### config.mk
export PLATFORM = sky130hd
export DESIGN_NAME = stream_demux1to2_flat
export DESIGN_NICKNAME = d
export VERILOG_FILES = /design/src/rtl/stream_demux1to2_if.sv /design/src/rtl/stream_demux1to2.sv /design/src/flat_wrapper.sv
export SDC_FILE = /design/constraint.sdc
export NUM_CORES = 1
export LEC_CHECK = 0
export BUFFER_PORTS_ARGS = -buffer_cell sky130_fd_sc_hd__buf_4
export CELL_PAD_IN_SITES_DETAIL_PLACEMENT = 2
export CELL_PAD_IN_SITES_GLOBAL_PLACEMENT = 2
export CORE_ASPECT_RATIO = 2
export CORE_MARGIN = 2
export CORE_UTILIZATION = 34
export CTS_CLUSTER_SIZE = 25
export DETAILED_ROUTE_END_ITERATION = 8
export PLACE_DENSITY = 0.84
export SLEW_MARGIN = 20
export SYNTH_ARGS = -nofsm -noshare
export SYNTH_HDL_FRONTEND = slang
export SYNTH_SLANG_ARGS = --single-unit
### constraint.sdc
create_clock -name clk -period 2.3 [get_ports clk]
set_input_delay 0.345 -clock clk [delete_from_list [all_inputs] [get_ports clk]]
set_output_delay 0.345 -clock clk [all_outputs]
set_load 0.005 [all_outputs]
### src/rtl/stream_demux1to2_if.sv
// Handshake bundle for the 1-to-2 stream demultiplexer: one input stream,
// two output channels and their delivered-beat counters.
interface stream_demux1to2_if #(
    parameter int WIDTH = 8
);
    logic             in_valid;
    logic             in_ready;
    logic [WIDTH-1:0] in_data;
    logic             in_sel;
    logic             out0_valid;
    logic             out0_ready;
    logic [WIDTH-1:0] out0_data;
    logic             out1_valid;
    logic             out1_ready;
    logic [WIDTH-1:0] out1_data;
    logic [7:0]       cnt0;
    logic [7:0]       cnt1;

    modport master (
        output in_valid, in_data, in_sel, out0_ready, out1_ready,
        input  in_ready, out0_valid, out0_data, out1_valid, out1_data, cnt0, cnt1
    );

    modport slave (
        input  in_valid, in_data, in_sel, out0_ready, out1_ready,
        output in_ready, out0_valid, out0_data, out1_valid, out1_data, cnt0, cnt1
    );
endinterface

### src/rtl/stream_demux1to2.sv
// Routes one input stream to two independent 2-entry FIFOs selected by in_sel,
// and counts beats delivered on each output channel.
module stream_demux1to2 #(
    parameter int WIDTH = 8,
    parameter int DEPTH = 2
) (
    input logic              clk,
    input logic              rst_n,
    stream_demux1to2_if.slave bus
);
    localparam logic [1:0] FULL_OCC = 2'(DEPTH);

    // Each FIFO is a two-slot shift register so the head is always a flop.
    logic [WIDTH-1:0] head_r    [2];
    logic [WIDTH-1:0] tail_r    [2];
    logic [WIDTH-1:0] head_nx_s [2];
    logic [WIDTH-1:0] tail_nx_s [2];
    logic [1:0]       occ_r     [2];
    logic [1:0]       occ_nx_s  [2];
    logic [7:0]       cnt_r     [2];
    logic [7:0]       cnt_nx_s  [2];
    logic [1:0]       push_s;
    logic [1:0]       pop_s;
    logic [1:0]       out_ready_s;
    logic             in_ready_s;

    assign out_ready_s = {bus.out1_ready, bus.out0_ready};
    // Registered occupancy only, so a full FIFO refuses a push even while it is being popped.
    assign in_ready_s  = rst_n && (occ_r[bus.in_sel] != FULL_OCC);

    // Next-state of both FIFOs and counters from push/pop handshakes.
    always_comb begin
        push_s = 2'b00;
        pop_s  = 2'b00;
        for (int ch = 0; ch < 2; ch++) begin
            head_nx_s[ch] = head_r[ch];
            tail_nx_s[ch] = tail_r[ch];
            occ_nx_s[ch]  = occ_r[ch];
            push_s[ch]    = bus.in_valid && in_ready_s && (int'(bus.in_sel) == ch);
            pop_s[ch]     = (occ_r[ch] != 2'd0) && out_ready_s[ch];
            cnt_nx_s[ch]  = cnt_r[ch] + {7'd0, pop_s[ch]};
            case ({push_s[ch], pop_s[ch]})
                2'b10: begin
                    if (occ_r[ch] == 2'd0) begin
                        head_nx_s[ch] = bus.in_data;
                    end else begin
                        tail_nx_s[ch] = bus.in_data;
                    end
                    occ_nx_s[ch] = occ_r[ch] + 2'd1;
                end
                2'b01: begin
                    head_nx_s[ch] = tail_r[ch];
                    occ_nx_s[ch]  = occ_r[ch] - 2'd1;
                end
                2'b11: begin
                    if (occ_r[ch] == 2'd1) begin
                        head_nx_s[ch] = bus.in_data;
                    end else begin
                        head_nx_s[ch] = tail_r[ch];
                        tail_nx_s[ch] = bus.in_data;
                    end
                end
                default: begin
                    occ_nx_s[ch] = occ_r[ch];
                end
            endcase
        end
    end

    // State registers with synchronous active-low reset.
    always_ff @(posedge clk) begin
        if (!rst_n) begin
            for (int ch = 0; ch < 2; ch++) begin
                head_r[ch] <= {WIDTH{1'b0}};
                tail_r[ch] <= {WIDTH{1'b0}};
                occ_r[ch]  <= 2'd0;
                cnt_r[ch]  <= 8'd0;
            end
        end else begin
            for (int ch = 0; ch < 2; ch++) begin
                head_r[ch] <= head_nx_s[ch];
                tail_r[ch] <= tail_nx_s[ch];
                occ_r[ch]  <= occ_nx_s[ch];
                cnt_r[ch]  <= cnt_nx_s[ch];
            end
        end
    end

    assign bus.in_ready   = in_ready_s;
    assign bus.out0_valid = (occ_r[0] != 2'd0);
    assign bus.out1_valid = (occ_r[1] != 2'd0);
    assign bus.out0_data  = head_r[0];
    assign bus.out1_data  = head_r[1];
    assign bus.cnt0       = cnt_r[0];
    assign bus.cnt1       = cnt_r[1];
endmodule

### src/flat_wrapper.sv
// flat-port wrapper written by rule: the top's interface ports become plain ports
module stream_demux1to2_flat 
#(
    parameter int WIDTH = 8,
    parameter int DEPTH = 2
)
  (clk, rst_n, bus_in_valid, bus_in_data, bus_in_sel, bus_out0_ready, bus_out1_ready, bus_in_ready, bus_out0_valid, bus_out0_data, bus_out1_valid, bus_out1_data, bus_cnt0, bus_cnt1);
  stream_demux1to2_if #(.WIDTH(WIDTH)) bus_i ();
  input logic clk;
  input logic rst_n;
  input wire logic [$bits(bus_i.in_valid)-1:0] bus_in_valid;
  input wire logic [$bits(bus_i.in_data)-1:0] bus_in_data;
  input wire logic [$bits(bus_i.in_sel)-1:0] bus_in_sel;
  input wire logic [$bits(bus_i.out0_ready)-1:0] bus_out0_ready;
  input wire logic [$bits(bus_i.out1_ready)-1:0] bus_out1_ready;
  output wire logic [$bits(bus_i.in_ready)-1:0] bus_in_ready;
  output wire logic [$bits(bus_i.out0_valid)-1:0] bus_out0_valid;
  output wire logic [$bits(bus_i.out0_data)-1:0] bus_out0_data;
  output wire logic [$bits(bus_i.out1_valid)-1:0] bus_out1_valid;
  output wire logic [$bits(bus_i.out1_data)-1:0] bus_out1_data;
  output wire logic [$bits(bus_i.cnt0)-1:0] bus_cnt0;
  output wire logic [$bits(bus_i.cnt1)-1:0] bus_cnt1;
  assign bus_i.in_valid = bus_in_valid;
  assign bus_i.in_data = bus_in_data;
  assign bus_i.in_sel = bus_in_sel;
  assign bus_i.out0_ready = bus_out0_ready;
  assign bus_i.out1_ready = bus_out1_ready;
  assign bus_in_ready = bus_i.in_ready;
  assign bus_out0_valid = bus_i.out0_valid;
  assign bus_out0_data = bus_i.out0_data;
  assign bus_out1_valid = bus_i.out1_valid;
  assign bus_out1_data = bus_i.out1_data;
  assign bus_cnt0 = bus_i.cnt0;
  assign bus_cnt1 = bus_i.cnt1;
  stream_demux1to2 #(.WIDTH(WIDTH), .DEPTH(DEPTH)) u_core (.clk(clk), .rst_n(rst_n), .bus(bus_i));
endmodule
Word level (Yosys, flattened, before mapping)
Memory sizes are Yosys's and may differ from the RTL's. Index checks and enable logic that the tools add are counted.

Bits in registers: 0. Latch bits: 0. RAM bits: 52. Memory bits (read-only): 0. Word-level logic and storage cells: 62. Memories kept: 4.

Memories: u_core.cnt_r (words 2, bits a word 8, read ports 2, clocked after Yosys merged registers in 0, write ports 2, line stream_demux1to2.sv:20) `logic [7:0] cnt_r [2];`; u_core.head_r (words 2, bits a word 8, read ports 2, clocked after Yosys merged registers in 0, write ports 2, line stream_demux1to2.sv:14) `logic [WIDTH-1:0] head_r [2];`; u_core.tail_r (words 2, bits a word 8, read ports 2, clocked after Yosys merged registers in 0, write ports 2, line stream_demux1to2.sv:15) `logic [WIDTH-1:0] tail_r [2];`; u_core.occ_r (words 2, bits a word 2, read ports 3, clocked after Yosys merged registers in 0, write ports 2, line stream_demux1to2.sv:18) `logic [1:0] occ_r [2];`.

Add/sub/neg operators: 6. Multipliers: 0. Divide/modulo/power cells: 0. Order comparisons: 0. Eq/ne operators: 9. Shift-type cells: 0. Mux-type cells: 24. Bitwise gates (word level): 9. Reduce and logical (&&, ||, !) cells: 10.

Operators by type and width (number): two-way mux 8 bit (14); one-hot mux 8 bit (3 select lines) (2); one-hot mux 8 bit (2 select lines) (2); adder 8 x 1 -> 8 bit (2); == test 2 x 1 -> 1 bit (second input constant) (4); == test 2 bit (second input constant) (4); bitwise OR 1 bit (8); one-hot mux 2 bit (2 select lines) (2); logical AND 1 bit (6); adder 2 x 1 -> 2 bit (second input constant) (2); zero test 2 bit (2); two-way mux 2 bit (2); nonzero test 2 bit (2); subtractor 2 x 1 -> 2 bit (second input constant) (2); two-way mux 1 bit (2); inequality test 2 bit (second input constant) (1); inverter 1 bit (1).

Longest topological paths before layout
An unclocked memory read counts as a cell.

Word-level depth: 8. Mapped depth: 12. Gate-level depth less buffers: 9.

Least setup slack after synthesis
Ideal clock, no wire load.

Path kind: register to register. From: memory u_core.occ_r[1][0]. To: memory u_core.head_r[1][2], in the netlist u_core.head_r[0][10]. Setup time: 0.089 ns. Arrival: 2.073 ns. Data required time: 2.211 ns. Path slack: 0.139 ns. Stages on the path, launching flop included: 13. Cell sequence: dfxtp_1 -> inv_1 -> ha_1 -> nand2b_1 -> buf_6 -> inv_6 -> buf_6 -> ha_1 -> and2_1 -> buf_2 -> buf_2 -> o21ai_0 -> a311oi_2.

RTL lines (line): start, declared (stream_demux1to2.sv:18); end, declared (stream_demux1to2.sv:14).

==> flow_summary.ini <==
[run_status]
status = complete, no violations

[clock_network]
cts_root_buf = clkbuf_16
post_cts_buffers = 0
clk_latency_ns = 0.30
numCtsBuffers = 5
clk_pin_slew_ns = 0.07
numClockSinks = 52
postCtsHoldBufs = 0
htree_levels = 2
clockBufferDepth = 2
cts_tree = built
post_cts_resized = 0

[synth]
avgSynthCellArea_um2 = 9.40
syn_inst = 294
yosysWarnings = 0
synth_fp_nets = 322
yosys.cell_types.count = 36
ys_ff_latch = 52
synth_area_mm2 = 0.00276
synth-seq-area-share_pct = 37.7

[global_route]
grt_max_degree = 49
gr-usage-met3_pct = 3.85
grt.busiest_layer = met2
gr-total-overflow = 0
antenna_found_initial = 0
grt_pass1_vias = 2693
grt_pass1_wl_mm = 14.4
grt_usage_pct = 21.5
met1_usage_pct = 22.3
use_met2_pct = 40.5

[floorplan]
ios = 49
dieHeight_um = 131
rows = 46
die_w_um = 67.7
die_area_mm2 = 0.00891
core_region_area_mm2 = 0.00789
initial_core_util_pct = 35.0

[worst_setup_path]
worstPathArrival_ns = 2.29
crit_slowest_cell = dfxtp_2
crit_chain = inv_1 -> ha_1 -> nand2b_2 -> inv_6 -> ha_1 -> and2_2 -> buf_4 -> o31ai_2 -> a21oi_1
critical_path.endpoint_type = flop
crit_path_max_fanout = 12
slowest_delay_ns = 0.34
crit_required_ns = 2.46
worst-r2r-setup-slack_ns = 0.17
crit_type = flop to flop
cpMostUsedCell = ha_1
worstRegToRegCells = 9
critPathLaunchType = flop

[sta]
finClkSkew_ns = 0.00889
fin_crit_ns = 2.13
finalHoldViolations = 0
worst_pin_slew_ns = 0.613
finalCritPeriodShare_pct = 92.7
relSlewSlack_pct = 59.1
setup_viol = 0
drv_slew = 0
rsz0062_at_grt = yes
max_freq_ghz = 0.469
fin_ws_ns = 0.168

[routing]
ant_nets = 0
vias = 2507
avgRoutedWirePerCell_um = 20.5
drc = 0
via_per_inst = 5.78
dr.pass1.iters = 4
initialDrtViolationCount = 51
routed_wl_mm = 8.88

[job]
cap_violations = 0

[power_and_ir_drop]
leakagePower_uw = 0.00127
power_density_mw_per_mm2 = 1110
vdd_drop_max_mv = 0.412

[final_layout]
seq_area_mm2 = 0.00104
num-fill-cells = 864
instances_no_fill = 434
syn2layout_area_growth_pct = 23.5
multi_input_area_mm2 = 0.00158
antenna_cells = 0
drive_above_1_share_pct = 30.5
nets = 365
final_common_cell = buf_4
utilization_pct = 43.3
final_cell_mix = 60 x buf_4, 50 x dfxtp_1, 30 x o21ai_0, 24 x o211ai_1, 22 x a21oi_1

[hold_path]
min_path_type = input port to flop
min_path_cells = 2

[placement]
hpwl_mm = 6.74
io_buffer_count = 48
gp_congestion = 0.731
place_ws_ns = 0.0615
placedCellCount = 426
[flip-flops by register name, summed over array words and instances, names as in the netlist]
| name | cells |
|---|---|
| u_core.occ_r | 4 |
| u_core.cnt_r | 16 |
| u_core.tail_r | 16 |
| u_core.head_r | 16 |
[metrics by stage]
step	hold slack, ns	cell area, µm²	total power [µW]	setup TNS (ns)
floorplan	0.449	2760	2290	0
global placement	0.461	3200	2770	0
detailed placement	0.466	3200	2880	0
CTS	0.345	3370	3800	0
global route	0.346	3410	4020	-0.00122
finish	0.342	3410	3780	0
[worst max-delay path, delay by kind of cell, from the launching register on]
kind | cells | cell delay (ns)
DFF | 1 | 0.34
adders and majority gates | 2 | 0.43
AOI/OAI and AO/OA | 2 | 0.39
and+or+nand+nor | 2 | 0.48
buffers and inverters | 3 | 0.35
[final timing paths]
check | from | to
worst max register to register | u_core.occ_r[1][1] | u_core.tail_r[0][9]
worst max-delay path | u_core.occ_r[1][1] | u_core.tail_r[0][9]
worst min-delay path | rst_n | u_core.cnt_r[0][9]
worst min register to register | u_core.tail_r[0][10] | u_core.tail_r[0][10]
[layout make-up]
| type | count | share of cell area (%) |
|---|---|---|
| multi-input combinational | 207 | 46.2 |
| sequential | 52 | 30.6 |
| timing repair buffer | 60 | 13.2 |
| clock buffer | 5 | 3.67 |
| tap | 96 | 3.52 |
| inverter | 11 | 1.50 |
| clock inverter | 3 | 1.36 |
[logic make-up after synthesis]
logic type      count (synthesis)  synth area share (%)
simple gates                   60                  12.2
compound gates                123                  33.9
xor+xnor                       10                  3.17
buf+inv                        35                  6.70
fa+ha+maj                      14                  6.34
flops                          52                  37.7
[cell usage after synthesis (all sizes together)]
library cell / count / share of area (%)
a211oi: 18 / 5.1
a21o: 2 / 1.1
a21oi: 22 / 4.0
a22o: 1 / 0.32
a22oi: 1 / 0.27
a311oi: 17 / 9.0
and2: 7 / 1.6
and4: 1 / 0.32
and4b: 1 / 0.36
buf: 15 / 3.6
clkbuf: 9 / 1.2
dfxtp: 52 / 38
ha: 14 / 6.3
inv: 11 / 1.9
nand2: 5 / 0.68
nand2b: 4 / 1.2
nand3: 14 / 2.7
nand4: 3 / 0.68
nand4b: 1 / 0.32
nor2: 13 / 1.8
nor2b: 4 / 0.91
o211ai: 24 / 6.5
o21ai: 30 / 5.4
o31ai: 8 / 2.2
or2: 1 / 0.23
or3: 5 / 1.1
or4b: 1 / 0.36
xnor2: 2 / 0.63
xor2: 8 / 2.5
[report_power, final]
part	internal, µW	total [µW]	switching (µW)
logic	736	1650	913
clock network	518	886	368
registers	1100	1240	143
[routing by layer]
metal	vias up	wire, µm
met5	-	0
met4	0	176
met3	11	271
met2	47	5120
met1	1251	3320
li1	1198	-
Power figures use the tool's default switching activity.
